[src/rtl/logic_shift_ctrl_pkg.sv]
// ============================================================================
// Module      : logic_shift_ctrl_pkg
// Description : Op codes, state encodings and width defaults for the
//               logic/shift sequencer.
// Revision    : 1.0 - initial release
// ============================================================================
`default_nettype none

package logic_shift_ctrl_pkg;

    localparam int DEFAULT_WIDTH = 32;
    localparam int DEFAULT_CNT_W = 5;

    localparam logic [2:0] OP_AND = 3'b000;
    localparam logic [2:0] OP_OR  = 3'b001;
    localparam logic [2:0] OP_NOR = 3'b010;
    localparam logic [2:0] OP_SLL = 3'b100;
    localparam logic [2:0] OP_SRL = 3'b101;
    localparam logic [2:0] OP_SRA = 3'b110;

    localparam logic [1:0] S_IDLE  = 2'd0;
    localparam logic [1:0] S_LOGIC = 2'd1;
    localparam logic [1:0] S_SHIFT = 2'd2;
    localparam logic [1:0] S_DONE  = 2'd3;

    typedef enum logic [1:0] {
        ST_IDLE  = S_IDLE,
        ST_LOGIC = S_LOGIC,
        ST_SHIFT = S_SHIFT,
        ST_DONE  = S_DONE
    } state_t;

    function automatic logic is_shift(input logic [2:0] op);
        return (op == OP_SLL) || (op == OP_SRL) || (op == OP_SRA);
    endfunction

endpackage

`default_nettype wire

[src/rtl/and_array_32.sv]
// ============================================================================
// Module      : and_array_32
// Description : 32-bit bitwise AND array.
// Revision    : 1.0 - initial release
// ============================================================================
`default_nettype none

module and_array_32 (
    input  logic [31:0] a,
    input  logic [31:0] b,
    output logic [31:0] y
);

    for (genvar i = 0; i < 32; i++) begin : g_bit
        assign y[i] = a[i] & b[i];
    end

endmodule

`default_nettype wire

[src/rtl/or_array_32.sv]
// ============================================================================
// Module      : or_array_32
// Description : 32-bit bitwise OR array.
// Revision    : 1.0 - initial release
// ============================================================================
`default_nettype none

module or_array_32 (
    input  logic [31:0] a,
    input  logic [31:0] b,
    output logic [31:0] y
);

    for (genvar i = 0; i < 32; i++) begin : g_bit
        assign y[i] = a[i] | b[i];
    end

endmodule

`default_nettype wire

[src/rtl/shift1_32.sv]
// ============================================================================
// Module      : shift1_32
// Description : Combinational one-position shifter (left, logical right or
//               arithmetic right).
// Revision    : 1.0 - initial release
// ============================================================================
`default_nettype none

module shift1_32 #(
    parameter int WIDTH = 32
) (
    input  logic [WIDTH-1:0] din,
    input  logic             dir,    // 1 = left
    input  logic             arith,  // right shifts only: replicate the MSB
    output logic [WIDTH-1:0] dout
);

    assign dout = dir ? {din[WIDTH-2:0], 1'b0}
                      : {arith & din[WIDTH-1], din[WIDTH-1:1]};

endmodule

`default_nettype wire

[src/rtl/logic_shift_ctrl.sv]
// ============================================================================
// Module      : logic_shift_ctrl
// Description : Multi-cycle sequencer for the 32-bit logic/shift datapath;
//               single-pass logic ops, serial shifts, one-cycle done pulse.
// Revision    : 1.0 - initial release
// ============================================================================
`default_nettype none

module logic_shift_ctrl
    import logic_shift_ctrl_pkg::*;
#(
    parameter int WIDTH = DEFAULT_WIDTH,
    parameter int CNT_W = DEFAULT_CNT_W
) (
    input  logic             clk,
    input  logic             rst,
    input  logic             start,
    input  logic [2:0]       op,
    input  logic [WIDTH-1:0] num1,
    input  logic [WIDTH-1:0] num2,
    output logic [WIDTH-1:0] result,
    output logic             busy,
    output logic             done
);

    state_t           r_state;
    state_t           w_next;
    logic [2:0]       r_op;
    logic [WIDTH-1:0] r_a;
    logic [WIDTH-1:0] r_b;
    logic [WIDTH-1:0] r_acc;
    logic [WIDTH-1:0] r_result;
    logic [CNT_W-1:0] r_cnt;

    logic [WIDTH-1:0] w_and;
    logic [WIDTH-1:0] w_or;
    logic [WIDTH-1:0] w_logic;
    logic [WIDTH-1:0] w_shifted;
    logic [CNT_W-1:0] w_shamt;

    assign w_shamt = num2[CNT_W-1:0];
    assign result  = r_result;

    and_array_32 u_and (
        .a (r_a),
        .b (r_b),
        .y (w_and)
    );

    or_array_32 u_or (
        .a (r_a),
        .b (r_b),
        .y (w_or)
    );

    shift1_32 #(
        .WIDTH (WIDTH)
    ) u_shift (
        .din   (r_acc),
        .dir   (r_op == OP_SLL),
        .arith (r_op == OP_SRA),
        .dout  (w_shifted)
    );

    // Illegal codes fall through to zero.
    always_comb begin
        w_logic = '0;
        case (r_op)
            OP_AND:  w_logic = w_and;
            OP_OR:   w_logic = w_or;
            OP_NOR:  w_logic = ~w_or;
            default: w_logic = '0;
        endcase
    end

    always_comb begin
        w_next = r_state;
        busy   = 1'b0;
        done   = 1'b0;
        case (r_state)
            ST_IDLE: begin
                if (start) begin
                    if (!is_shift(op))
                        w_next = ST_LOGIC;
                    else if (w_shamt == '0)
                        w_next = ST_DONE;
                    else
                        w_next = ST_SHIFT;
                end
            end
            ST_LOGIC: begin
                busy   = 1'b1;
                w_next = ST_DONE;
            end
            ST_SHIFT: begin
                busy = 1'b1;
                if (r_cnt == CNT_W'(1))
                    w_next = ST_DONE;
            end
            ST_DONE: begin
                busy   = 1'b1;
                done   = 1'b1;
                w_next = ST_IDLE;
            end
            default: w_next = ST_IDLE;
        endcase
    end

    always_ff @(posedge clk) begin
        if (rst) begin
            r_state  <= ST_IDLE;
            r_op     <= '0;
            r_a      <= '0;
            r_b      <= '0;
            r_acc    <= '0;
            r_result <= '0;
            r_cnt    <= '0;
        end else begin
            r_state <= w_next;
            case (r_state)
                ST_IDLE: begin
                    if (start) begin
                        r_op <= op;
                        r_a  <= num1;
                        r_b  <= num2;
                        if (is_shift(op)) begin
                            if (w_shamt == '0) begin
                                r_result <= num1;
                            end else begin
                                r_acc <= num1;
                                r_cnt <= w_shamt;
                            end
                        end
                    end
                end
                ST_LOGIC: r_result <= w_logic;
                ST_SHIFT: begin
                    r_acc <= w_shifted;
                    r_cnt <= r_cnt - CNT_W'(1);
                    // Only the final shift position is ever published.
                    if (r_cnt == CNT_W'(1))
                        r_result <= w_shifted;
                end
                default: ;
            endcase
        end
    end

endmodule

`default_nettype wire

[config.mk]
export PLATFORM = sky130hd
export DESIGN_NAME = logic_shift_ctrl
export DESIGN_NICKNAME = d
export VERILOG_FILES = /design/src/rtl/logic_shift_ctrl_pkg.sv /design/src/rtl/and_array_32.sv /design/src/rtl/or_array_32.sv /design/src/rtl/shift1_32.sv /design/src/rtl/logic_shift_ctrl.sv
export SDC_FILE = /design/constraint.sdc
export NUM_CORES = 1
export LEC_CHECK = 0
export BUFFER_PORTS_ARGS = -buffer_cell sky130_fd_sc_hd__buf_2
export CAP_MARGIN = 10
export CORE_AREA = 2 2 119 121
export CTS_BUF_LIST = sky130_fd_sc_hd__clkbuf_4 sky130_fd_sc_hd__clkbuf_8 sky130_fd_sc_hd__clkbuf_16
export DETAILED_ROUTE_END_ITERATION = 7
export DIE_AREA = 0 0 121 123
export GPL_ROUTABILITY_DRIVEN = 0
export GPL_TIMING_DRIVEN = 0
export HOLD_SLACK_MARGIN = 0.05
export PLACE_DENSITY_LB_ADDON = 0.3
export SYNTH_ARGS = -nofsm -noshare
export SYNTH_HDL_FRONTEND = slang
export SYNTH_SLANG_ARGS = --single-unit
[constraint.sdc]
create_clock -name clk -period 4.9 [get_ports clk]
set_input_delay 0.98 -clock clk [delete_from_list [all_inputs] [get_ports clk]]
set_output_delay 0.98 -clock clk [all_outputs]
set_load 0.02 [all_outputs]
# --- Word level (Yosys, flattened, before mapping) ---
# Index checks and enable logic that the tools add are counted.
# Widths: inputs -> output; s select.
totals:
  register_bits: 138
  inputBits: 70
  output_inout_bits: 34
  word_cells: 124
op_classes:
  addsub: 1
  eq_ne: 16
  muxes: 22
  bitwise_logic: 66
  reduce_logical: 12
op_table:
  columns: ["operator", "n"]
  rows:
  - ["$mux 32", 8]
  - ["$pmux 32 s3", 2]
  - ["$pmux 32 s2", 1]
  - ["$and 1x1->1", 33]
  - ["$not 32->32", 1]
  - ["$or 1x1->1", 32]
  - ["$eq 3x3->1 const B", 5]
  - ["$mux 5", 3]
  - ["$ne 2x2->1 const B", 5]
  - ["$pmux 5 s2", 1]
  - ["$pmux 2 s4", 1]
  - ["$mux 2", 3]
  - ["$eq 5x1->1 const B", 1]
  - ["$logic_not 5->1", 1]
  - ["$reduce_and 5->1", 1]
  - ["$sub 5x1->5 const B", 1]
  - ["$eq 2x2->1 const B", 2]
  - ["$reduce_and 2->1", 2]
  - ["$reduce_and 4->1", 1]
  - ["$eq 3x1->1 const B", 1]
  - ["$eq 3x2->1 const B", 1]
  - ["$logic_not 3->1", 1]
  - ["$mux 1", 3]
  - ["$reduce_bool 3->1", 1]
  - ["5 further kinds", 6]

# --- Longest topological paths before layout ---
logic_depth:
  depth_word: 6
  depth_mapped: 8
  mapped_depth_nobuf: 6

# --- Modules after synthesis ---
# A second synthesis with hierarchy kept.
unflattened:
  cells_unflattened: 883
  area_unflattened_um2: 7353.3
modules_own_cells:
  columns: ["mod", "n_inst", "cells_per_inst", "area_per_inst_um2", "seq_area_each_um2"]
  rows:
  - ["logic_shift_ctrl", 1, 781, 6428.7, 2762.6]
  - ["shift1_32", 1, 38, 524.3, 0.0]
  - ["and_array_32", 1, 32, 200.2, 0.0]
  - ["or_array_32", 1, 32, 200.2, 0.0]

# --- Least setup slack after synthesis ---
# OpenSTA, ideal clock, no wires.
synth_timing:
  path_type: "input -> register"
  startpoint: "input port num2[1]"
  endpoint: "register r_result[10] (netlist: result[10])"
  setup_time_ns: 0.117
  arrival_time_ns: 2.358
  required_ns: 4.783
  setup_slack_ns: 2.425
  path_stages: 5
  path_buffers: 1
  cell_sequence: "or4_4 > nor4_4 > a211oi_2 > buf_6 > a32o_1"
synth_between:
  elab_chain_cells: 3
synth_lines:
  columns: ["item", "line", "source"]
  rows:
  - ["start: declaration", "logic_shift_ctrl.sv:20", "input logic [WIDTH-1:0] num2,"]
  - ["$logic_not 5->1", "logic_shift_ctrl.sv:127", "if (w_shamt == '0) begin"]
  - ["$ne 2x2->1 (no line)", null, null]
  - ["$reduce_and 5->1 (no line)", null, null]
  - ["end signal: assignment", "logic_shift_ctrl.sv:128", "r_result <= num1;"]
  - ["end signal: assignment", "logic_shift_ctrl.sv:136", "ST_LOGIC: r_result <= w_logic;"]
  - ["end signal: assignment", "logic_shift_ctrl.sv:142", "r_result <= w_shifted;"]
  - ["end: declaration", "logic_shift_ctrl.sv:32", "logic [WIDTH-1:0] r_result;"]
# Every way passes these cells.
# A chain may end at the register's enable or synchronous reset.

# --- Worst setup path in the final report ---
layout_timing:
  startpoint: "register r_state[0]"
  endpoint: "register r_acc[17]"
layout_between:
  elab_chain_cells: 3
  word_cells_on_any_way: 8
  classes_between: "eq/ne (4); mux (1); reduce/logical (3)"
layout_lines:
  columns: ["item", "line", "source"]
  rows:
  - ["start: declaration", "logic_shift_ctrl.sv:26", "state_t r_state;"]
  - ["start signal: assignment", "logic_shift_ctrl.sv:119", "r_state <= w_next;"]
  - ["$eq 2x2->1 / $logic_not 2->1 (equally long branches)", "logic_shift_ctrl.sv:120", "case (r_state)"]
  - ["$reduce_bool 2->1 (no line) / $ne 2x2->1 (equally long branches)", null, null]
  - ["$reduce_and 4->1 (no line)", null, null]
  - ["end signal: assignment", "logic_shift_ctrl.sv:130", "r_acc <= num1;"]
  - ["end signal: assignment", "logic_shift_ctrl.sv:138", "r_acc <= w_shifted;"]
  - ["end: declaration", "logic_shift_ctrl.sv:31", "logic [WIDTH-1:0] r_acc;"]
# Parallel ways exist; a longest one is shown, timed or not.

==> metrics <==
status complete, no violations; fraction of layout cells with a size suffix above 1 about a fifth; EDFF count, synth 0; nature of the critical path endpoint flip-flop; Pint between 2 and 3 mW; vias per std cell slightly below 6; ANT nets after route 0; crit-path cells inv_1 -> ha_1 -> clkbuf_1 -> clkbuf_1 -> clkbuf_1 -> a21oi_1 -> a22o_1; Syn Nets 891; total global routing overflow 0; final wirelength ~21000 um; wire per inst 18.4 um; critical path class reg -> reg; clk sinks around 140; Die Ht 123 um; kind of start point of the critical path flip-flop; pre-CTS setup slack between 2 and 2.5 ns; Cell variety after synth 49; Flop pwr share between 30 and 40%; Hold EP result[5]; largest net degree at the start of global routing 17; sequential cell area 2760 um2; HP Class reg -> reg; Clock Path Buffers 2; largest cells by area after synthesis dfxtp_1, nand2_1, a21oi_1; Clock power frac 26.4%; RR Endpoint r_acc[17]; IO buf count 102; top-count cell post-synth nand2_1; Slowest-stage cell, CP clkbuf_1; hold path depth 1; PD cells around 580 nW/um2; Net Switching approximately 1.9 mW; top sig layer met4; CP arrival ~3 ns; Nets 1012; cts repair resizes 0; final period utilization between 50 and 60%; Synth area leader dfxtp_1; metal1 wirelength between 9000 and 10000 um; Total GRT Usage ~28%; Fin Clk Skew 0.00821 ns; sequential element share of the synthesized area 40.3%; FILL cells approximately 1300; Fmax around 380 MHz; Total Power between 4 and 5 mW; RSZ-0062 raised after global routing no; # hold bufs at CTS 0; sw frac 39.3%; # diodes 0; Area Overhead vs Synth 19.0%; vias after detailed routing roughly 6700; first-pass GRT wire length about 33000 um; Final Slew Violations 0; fin worst setup slack about 2.3 ns; Post-synth top flop dfxtp_1; Multi-input gate area about 3700 um2; worst path required time 5.21 ns; setup slack, reg-to-reg 2.28 ns; Max Cap Violations 0; r2r worst-path depth 7; post-synthesis cell count ~800; met3 wire length ~1600 um; ys async rst share 0%; CP dominant cell by count clkbuf_1; H-tree levels 4; CTS buffer count 17; CTS clk-pin slew, worst paths 0.06 ns; Final Util 60.0%; core area between 10000 and 15000 um2; initial antenna violation count 0; LEAKAGE just over 3 nW; clk root buf clkbuf_16; chip width 121 um; Worst Path Max Fanout 10; crit path time final between 2 and 3 ns; HP Start result[5]; Netlist Area Pre-Place 6860 um2; 1st-iter DRT viols about 550; Synth top area share approximately two fifths; Clock Latency Late Sink between 0.4 and 0.5 ns; drt first pass iters 6; top cells by count, synth nand2_1, dfxtp_1, a21oi_1; peak supply drop 375 uV; total setup buffers inserted after CTS 0; Fin. Hold Viols 0; DP HPWL between 10000 and 15000 um; DRC 0; die footprint around 15000 um2; Slew HR 17.4%; worst reg2reg path startpoint r_state[0]; Post-Route Setup TNS 0 ns; Final setup viols 0; DR WL met2 9410 um; CP max stage delay around 0.55 ns; yosys warns 0; logic gate share of total power between 40 and 50%; Avg Cell Area, Syn between 8 and 9 um2; synthesized flop and latch total around 140; vias in the first global route 6362; Worst-Margin Slew roughly 1.2 ns; CTS tree yes; num rows 43; Ports ~100; initial core utilization 50.4%
worst max-delay path by stage:
stage,start,to,depth (start not counted)
5_1_grt,r_state[0],r_acc[30],8
6_report,r_state[0],r_acc[17],7
3_3_place_gp,num2[1],r_acc[10],6
4_1_cts,r_state[0],r_acc[17],7
3_5_place_dp,num2[1],r_acc[17],6
2_1_floorplan,num2[1],result[10],5
cell type report:
class                           count  share of cell area, %
Tap cell                          180                   2.76
Inverter                           11                  0.506
Timing Repair Buffer              102                   6.25
Sequential cell                   138                   33.8
Buffer                             72                   4.03
Clock inverter                      3                  0.797
Multi-Input combinational cell    593                   45.6
Clock buffer                       25                   6.18
cells in the final DEF (no fill, tap or decap), drive strengths merged, types with 3 or more instances in the layout:
cell type and instances:
nand3b 3, a21oi 105, nor3 4, ha 7, a22o 30, inv 10, a211oi 4, or2 30
o221ai 26, maj3 32, nor2 69, o21ai 7, a221oi 5, nor2b 3, buf 127, a22oi 28
mux2i 33, o22ai 3, a32o 33, nor3b 3, dfxtp 138, nand2 142, clkbuf 72
power by group through the flow:
| stage | combinational [mW] | clock [mW] | sequential (mW) |
|---|---|---|---|
| after floorplan | 1.21 | 0 | 1.67 |
| after global placement | 1.85 | 0 | 1.60 |
| after detailed placement | 1.87 | 0 | 1.61 |
| after CTS | 1.88 | 1.26 | 1.59 |
| after global routing | 2.08 | 1.31 | 1.63 |
| final | 1.91 | 1.26 | 1.59 |
state kept, by name (all words and copies together) (netlist names):
| register | flops |
|---|---|
| r_state | 2 |
| result | 32 |
| r_acc | 32 |
| r_a | 32 |
| r_cnt | 5 |
| r_op | 3 |
| r_b | 32 |
metal layers:
layer / up-vias / GRT usage [%]
li1: 3190 / -
met1: 3150 / 36.6
met2: 286 / 45.6
met3: 53 / 7.38
met4: 0 / 11.0
met5: - / 0
metrics by stage:
| stage | area, um2 | hold WS, ns | instances |
|---|---|---|---|
| finish | 8170 | 0.459 | 1124 |
| detailed placement | 7600 | 0.450 | 1096 |
| floorplan | 6860 | 0.450 | 814 |
| CTS | 8170 | 0.463 | 1124 |
| global placement | 7600 | 0.444 | 1096 |
| global route | 8170 | 0.475 | 1124 |
worst max-delay path: cells and delay by family (launching register included):
kind | cells | cell delay [ns]
compound gates | 2 | 0.44
fa+ha+maj | 1 | 0.18
buf+inv | 4 | 1.55
flops | 1 | 0.32
kinds of logic after synthesis:
kind of cell	share of synthesized area, %
AND/OR/NAND/NOR	16.8
AO/OA/AOI/OAI	26.8
flip-flops	40.3
buffers and inverters	5.40
adder cells (fa/ha/maj)	5.95
multiplexers	4.81
No activity file was read; power rests on OpenSTA's default activity.
